$ cat src/rtl/slt_flag_engine.sv
// -----------------------------------------------------------------------------
// slt_flag_engine
// Multi-cycle set-flag unit for the wide ALU. Compares two WIDTH-bit operands
// one CHUNK-bit slice per cycle, most significant slice first, and finishes at
// the first slice that differs. Produces signed/unsigned less-than, equality
// and the selected flag (SLT / SLTU / EQ / NE). An arithmetic-mode request
// skips the compare and returns all-zero flags.
//
// Ports:
//   clk        - single clock, rising edge
//   rst_n      - synchronous, active-low reset
//   in_valid   - request valid (op1, op2, cmp_op, mode)
//   in_ready   - engine idle and able to accept a request
//   op1, op2   - operands A and B
//   cmp_op     - 00 SLT, 01 SLTU, 10 EQ, 11 NE
//   mode       - 1: arithmetic mode, flags forced to 0
//   out_valid  - result valid (held until out_ready)
//   out_ready  - consumer accepts the result
//   s_flag     - selected flag
//   lt, eq     - raw less-than / equality of the last result
//   busy       - request in flight (compare or waiting to be consumed)
// -----------------------------------------------------------------------------
module slt_flag_engine #(
    parameter int WIDTH = 128,
    parameter int CHUNK = 32
) (
    input  logic             clk,
    input  logic             rst_n,
    input  logic             in_valid,
    output logic             in_ready,
    input  logic [WIDTH-1:0] op1,
    input  logic [WIDTH-1:0] op2,
    input  logic [1:0]       cmp_op,
    input  logic             mode,
    output logic             out_valid,
    input  logic             out_ready,
    output logic             s_flag,
    output logic             lt,
    output logic             eq,
    output logic             busy
);

    localparam int NCHUNK = WIDTH / CHUNK;
    localparam int IDXW   = (NCHUNK > 1) ? $clog2(NCHUNK) : 1;

    typedef enum logic [1:0] {
        ST_IDLE = 2'b00,
        ST_CMP  = 2'b01,
        ST_DONE = 2'b10
    } state_t;

    state_t           r_state;
    logic [WIDTH-1:0] r_a;
    logic [WIDTH-1:0] r_b;
    logic [1:0]       r_op;
    logic             r_mode;
    logic [IDXW-1:0]  r_idx;
    logic             r_lt;
    logic             r_eq;
    logic             r_s_flag;

    logic [CHUNK-1:0] w_sa;
    logic [CHUNK-1:0] w_sb;
    logic             w_top;
    logic             w_signed;
    logic             w_diff;
    logic             w_lt;
    logic             w_last;

    // Map raw lt/eq onto the selected flag; arithmetic mode always yields 0.
    function automatic logic sel_flag(input logic [1:0] op, input logic md,
                                      input logic l, input logic e);
        logic f;
        if (md) begin
            f = 1'b0;
        end else begin
            case (op)
                2'b00:   f = l;
                2'b01:   f = l;
                2'b10:   f = e;
                2'b11:   f = ~e;
                default: f = 1'b0;
            endcase
        end
        return f;
    endfunction

    // Current slice of each captured operand, selected by the slice index.
    assign w_sa = CHUNK'(r_a >> (r_idx * CHUNK));
    assign w_sb = CHUNK'(r_b >> (r_idx * CHUNK));

    assign w_top    = (r_idx == IDXW'(NCHUNK - 1));
    assign w_last   = (r_idx == IDXW'(0));
    assign w_signed = w_top && (r_op == 2'b00);
    assign w_diff   = (w_sa != w_sb);

    // Slice less-than: only the top slice of a signed compare looks at the
    // sign bits; lower slices are plain magnitude comparisons.
    always_comb begin
        w_lt = 1'b0;
        if (w_signed && (w_sa[CHUNK-1] != w_sb[CHUNK-1])) begin
            w_lt = w_sa[CHUNK-1];
        end else begin
            w_lt = (w_sa < w_sb);
        end
    end

    // Control FSM, operand capture and registered result flags.
    always_ff @(posedge clk) begin
        if (!rst_n) begin
            r_state  <= ST_IDLE;
            r_a      <= '0;
            r_b      <= '0;
            r_op     <= 2'b00;
            r_mode   <= 1'b0;
            r_idx    <= '0;
            r_lt     <= 1'b0;
            r_eq     <= 1'b0;
            r_s_flag <= 1'b0;
        end else begin
            case (r_state)
                ST_IDLE: begin
                    if (in_valid) begin
                        r_a    <= op1;
                        r_b    <= op2;
                        r_op   <= cmp_op;
                        r_mode <= mode;
                        r_idx  <= IDXW'(NCHUNK - 1);
                        if (mode) begin
                            r_lt     <= 1'b0;
                            r_eq     <= 1'b0;
                            r_s_flag <= 1'b0;
                            r_state  <= ST_DONE;
                        end else begin
                            r_state  <= ST_CMP;
                        end
                    end else begin
                        r_state <= ST_IDLE;
                    end
                end
                ST_CMP: begin
                    if (w_diff) begin
                        r_lt     <= w_lt;
                        r_eq     <= 1'b0;
                        r_s_flag <= sel_flag(r_op, r_mode, w_lt, 1'b0);
                        r_state  <= ST_DONE;
                    end else if (w_last) begin
                        r_lt     <= 1'b0;
                        r_eq     <= 1'b1;
                        r_s_flag <= sel_flag(r_op, r_mode, 1'b0, 1'b1);
                        r_state  <= ST_DONE;
                    end else begin
                        r_idx   <= r_idx - IDXW'(1);
                        r_state <= ST_CMP;
                    end
                end
                ST_DONE: begin
                    if (out_ready) begin
                        r_state <= ST_IDLE;
                    end else begin
                        r_state <= ST_DONE;
                    end
                end
                default: begin
                    r_state <= ST_IDLE;
                end
            endcase
        end
    end

    // in_ready is gated by rst_n so nothing is offered while reset is held.
    assign in_ready  = rst_n && (r_state == ST_IDLE);
    assign out_valid = (r_state == ST_DONE);
    assign busy      = (r_state == ST_CMP) || (r_state == ST_DONE);
    assign lt        = r_lt;
    assign eq        = r_eq;
    assign s_flag    = r_s_flag;

endmodule

$ cat config.mk
export PLATFORM = sky130hd
export DESIGN_NAME = slt_flag_engine
export DESIGN_NICKNAME = d
export VERILOG_FILES = /design/src/rtl/slt_flag_engine.sv
export SDC_FILE = /design/constraint.sdc
export NUM_CORES = 1
export LEC_CHECK = 0
export CAP_MARGIN = 20
export CORE_MARGIN = 3
export CORE_UTILIZATION = 31
export CTS_BUF_LIST = sky130_fd_sc_hd__clkbuf_4 sky130_fd_sc_hd__clkbuf_8
export DETAILED_ROUTE_END_ITERATION = 6
export SLEW_MARGIN = 20
export SYNTH_ARGS = -nofsm -noshare
export SYNTH_HDL_FRONTEND = slang
export SYNTH_SLANG_ARGS = --single-unit
$ cat constraint.sdc
create_clock -name clk -period 3.3 [get_ports clk]
set_input_delay 0.66 -clock clk [delete_from_list [all_inputs] [get_ports clk]]
set_output_delay 0.66 -clock clk [all_outputs]
set_load 0.01 [all_outputs]
==> summary.txt <==
Routing
  • Via density: approximately 5.0
  • DRT antenna net count: 0
  • DRT iter0 DRCs: approximately 500
  • Wirelength, routed: between 30 and 40 mm
  • DR DRC count: 0
  • TritonRoute pass-1 iters: 7
  • DR WL/cell: ~18 µm
  • Vias: ~10k

Placement
  • Setup Slack @ Placement: approximately 150 ps
  • Hpwl dp: roughly 29 mm
  • Placed inst area: roughly 0.015 mm²
  • Inst Count DP: 2028
  • Buffers on Ports: approximately 270
  • Gpl congestion: 0.873

Global route
  • Grt ovf: 0
  • First-pass GRT wire length: 58.4 mm
  • All-Layer GR Usage: 0.190
  • Initial antenna violation count: 2
  • Largest net degree at the start of global routing: 106
  • Number of global-route vias before repair: 10.6k

STA
  • Tmin final: 3140 ps
  • Slew Viols, Final: 0
  • Setup_tns: 0 ps
  • Maximum clock frequency: around 320 MHz
  • Final setup vio count: 0
  • Setup repair after global routing missed its margin: no
  • Skew final: 12.9 ps
  • Worst slew pin tran: ~430 ps
  • Worst Slack Setup Final: 165 ps
  • Final period utilization: 0.950
  • Rel. slew slack: 0.704
  • Hold Violations, Final: 0
  • WHS: approximately 450 ps

Finish
  • Area Growth Syn to Fin: 36.4%
  • Post-route insts no fill: roughly 2.1k
  • Layout cells sized above 1: 0.110
  • Filler Cells Inserted: roughly 3.7k
  • Final cell utilization of the core: 0.431
  • Final Instance Area: roughly 0.016 mm²
  • Final nets: ~1.9k

Power and ir drop
  • PwrDens: roughly 530 mW/mm²
  • Design Power: 8.42 mW
  • Leak Pwr: roughly 5.9 nW
  • Peak VDD IR: 284 µV

Synthesis
  • Mapped Nets: between 1.5k and 2k
  • Syn avg cell area: around 8.5 µm²
  • Unique masters post-synth: 43
  • Async SR Flop Fraction: 0
  • Synthesized cell area: about 0.012 mm²
  • Post-synth top flop: dfxtp_1
  • Post-synth EDFFs: 0
  • Seq/Total Area, Yosys: 0.458
  • Yosys warnings: 0
  • Gate Count Post-Synth: approximately 1.4k
  • Synth Register Bits: between 200 and 300

CTS
  • Clock Tree Root: clkbuf_8
  • # hold bufs at CTS: 0
  • Reg clk slew, reported paths: 60 ps
  • Number of H-tree levels: 2
  • CTS max path bufs: 3
  • CTS tree: done
  • Num CTS Buffers: 46
  • Clock latency on the worst-skew pair: between 500 and 600 ps
  • CTS Sinks: between 200 and 300

Die
  • Core area: about 0.037 mm²
  • Starting Density: 0.316
  • DIE AREA: between 0.03 and 0.04 mm²
  • Row Count: 70
  • Die H: around 200 µm
  • IO Pins: between 200 and 300
  • Die extent in x: between 150 and 200 µm

Setup path
  • Critical path startpoint category: flip-flop
  • Crit Path Max Fanout: 18
  • CP Capture Type: flip-flop
  • Critical path arrival: ~3600 ps
  • CP Class: flip-flop to flip-flop
  • CP required: 3740 ps

Run
  • Max Cap Viol: 0

Outcome
  • Outcome: finished clean

Min path
  • Min-delay worst type: flip-flop to flip-flop
sequential cells by signal, summed over array words and instances (netlist names):
register,cells
r_state,2
r_b,128
s_flag,1
lt,1
eq,1
r_mode,1
r_idx,2
r_a,128
r_op,2
final cells by class:
class                      count  area, µm²  share of cell area
sequential                   266       5330               0.336
tap                          468        586              0.0369
multi-input combinational    967       5760               0.363
inverter                      39        154             0.00970
clock inverter                 4       52.6             0.00331
clock buffer                  77        972              0.0613
timing repair buffer         289       3000               0.189
antenna                        2       5.00            0.000315
where the power goes:
group	leakage (nW)	switching [mW]	total [mW]	internal, mW
logic	3.18	0.799	1.58	0.778
clock network	0.544	1.33	3.26	1.93
registers	2.19	0.156	3.59	3.43
worst max-delay path: stages, from the launching register on:
cell	delay (ps)
dfxtp_4	510
buf_12	230
mux4_2	520
ha_1	330
nand4_1	280
nor4_4	430
a21oi_2	100
o211a_1	240
a21boi_1	120
a221o_1	260
what timing repair did:
action | CTS | global route
gates resized for setup | 0 | 1
setup buffers | 0 | 1
setup endpoints to repair | 0 | 2
per-layer routing:
layer  track usage  part of all wire  vias to the layer above  wire length (µm)
met1         0.217              0.39                     5018             15100
met5             0                 0                        -                 0
met3        0.0277             0.052                       69              2010
li1              -                 -                     5100                 -
met2         0.359              0.53                      308             20700
met4        0.0698             0.029                        0              1140
path summary, 6_finish.rpt:
check             slack (ps)                  start              endpoint  cells past startpoint
setup / recovery         160  r_idx[0]$_SDFFE_PN0P_   s_flag$_SDFFE_PN0P_                      9
hold / removal           450   r_b[72]$_SDFFE_PN0P_  r_b[72]$_SDFFE_PN0P_                      2
setup reg to reg         160  r_idx[0]$_SDFFE_PN0P_   s_flag$_SDFFE_PN0P_                      9
hold reg to reg          450   r_b[72]$_SDFFE_PN0P_  r_b[72]$_SDFFE_PN0P_                      2
layout by cell type (no fill, tap or decap), drive strengths merged, types with 2 or more instances in the layout:
cell,count
nand2,528
a21oi,279
clkdlybuf4s50,268
dfxtp,266
clkbuf,77
mux4,64
inv,41
ha,38
buf,21
nand4,8
nor2,7
nand3,5
o21ai,4
nand2b,3
nor4,3
diode,2
nor2b,2
o21a,2
nor3,2
a21o,2
and2,2
a21boi,2
Yosys cell counts (3+ instances only):
master	number	area, µm²
a21oi_1	277	1390
buf_1	3	11.3
buf_2	30	150
clkbuf_1	67	251
dfxtp_1	266	5330
ha_1	38	475
inv_1	38	143
mux4_2	64	1440
nand2_1	528	1980
nand2b_1	3	18.8
nand3_1	5	25.0
nand4_1	4	25.0
nand4_2	3	37.5
nor2_1	7	26.3
o21ai_0	4	20.0
cells by family (layout without fill, tap and decap cells):
family                     Yosys count  after routing  share of synthesized area
AOI/OAI and AO/OA                  301            301                      0.136
adders and majority gates           38             38                     0.0409
buffers and inverters              139            409                     0.0481
DFF                                266            266                      0.458
muxes                               64             64                      0.124
other                                0              2                          0
and+or+nand+nor                    564            564                      0.194
Power figures use the tool's default switching activity.
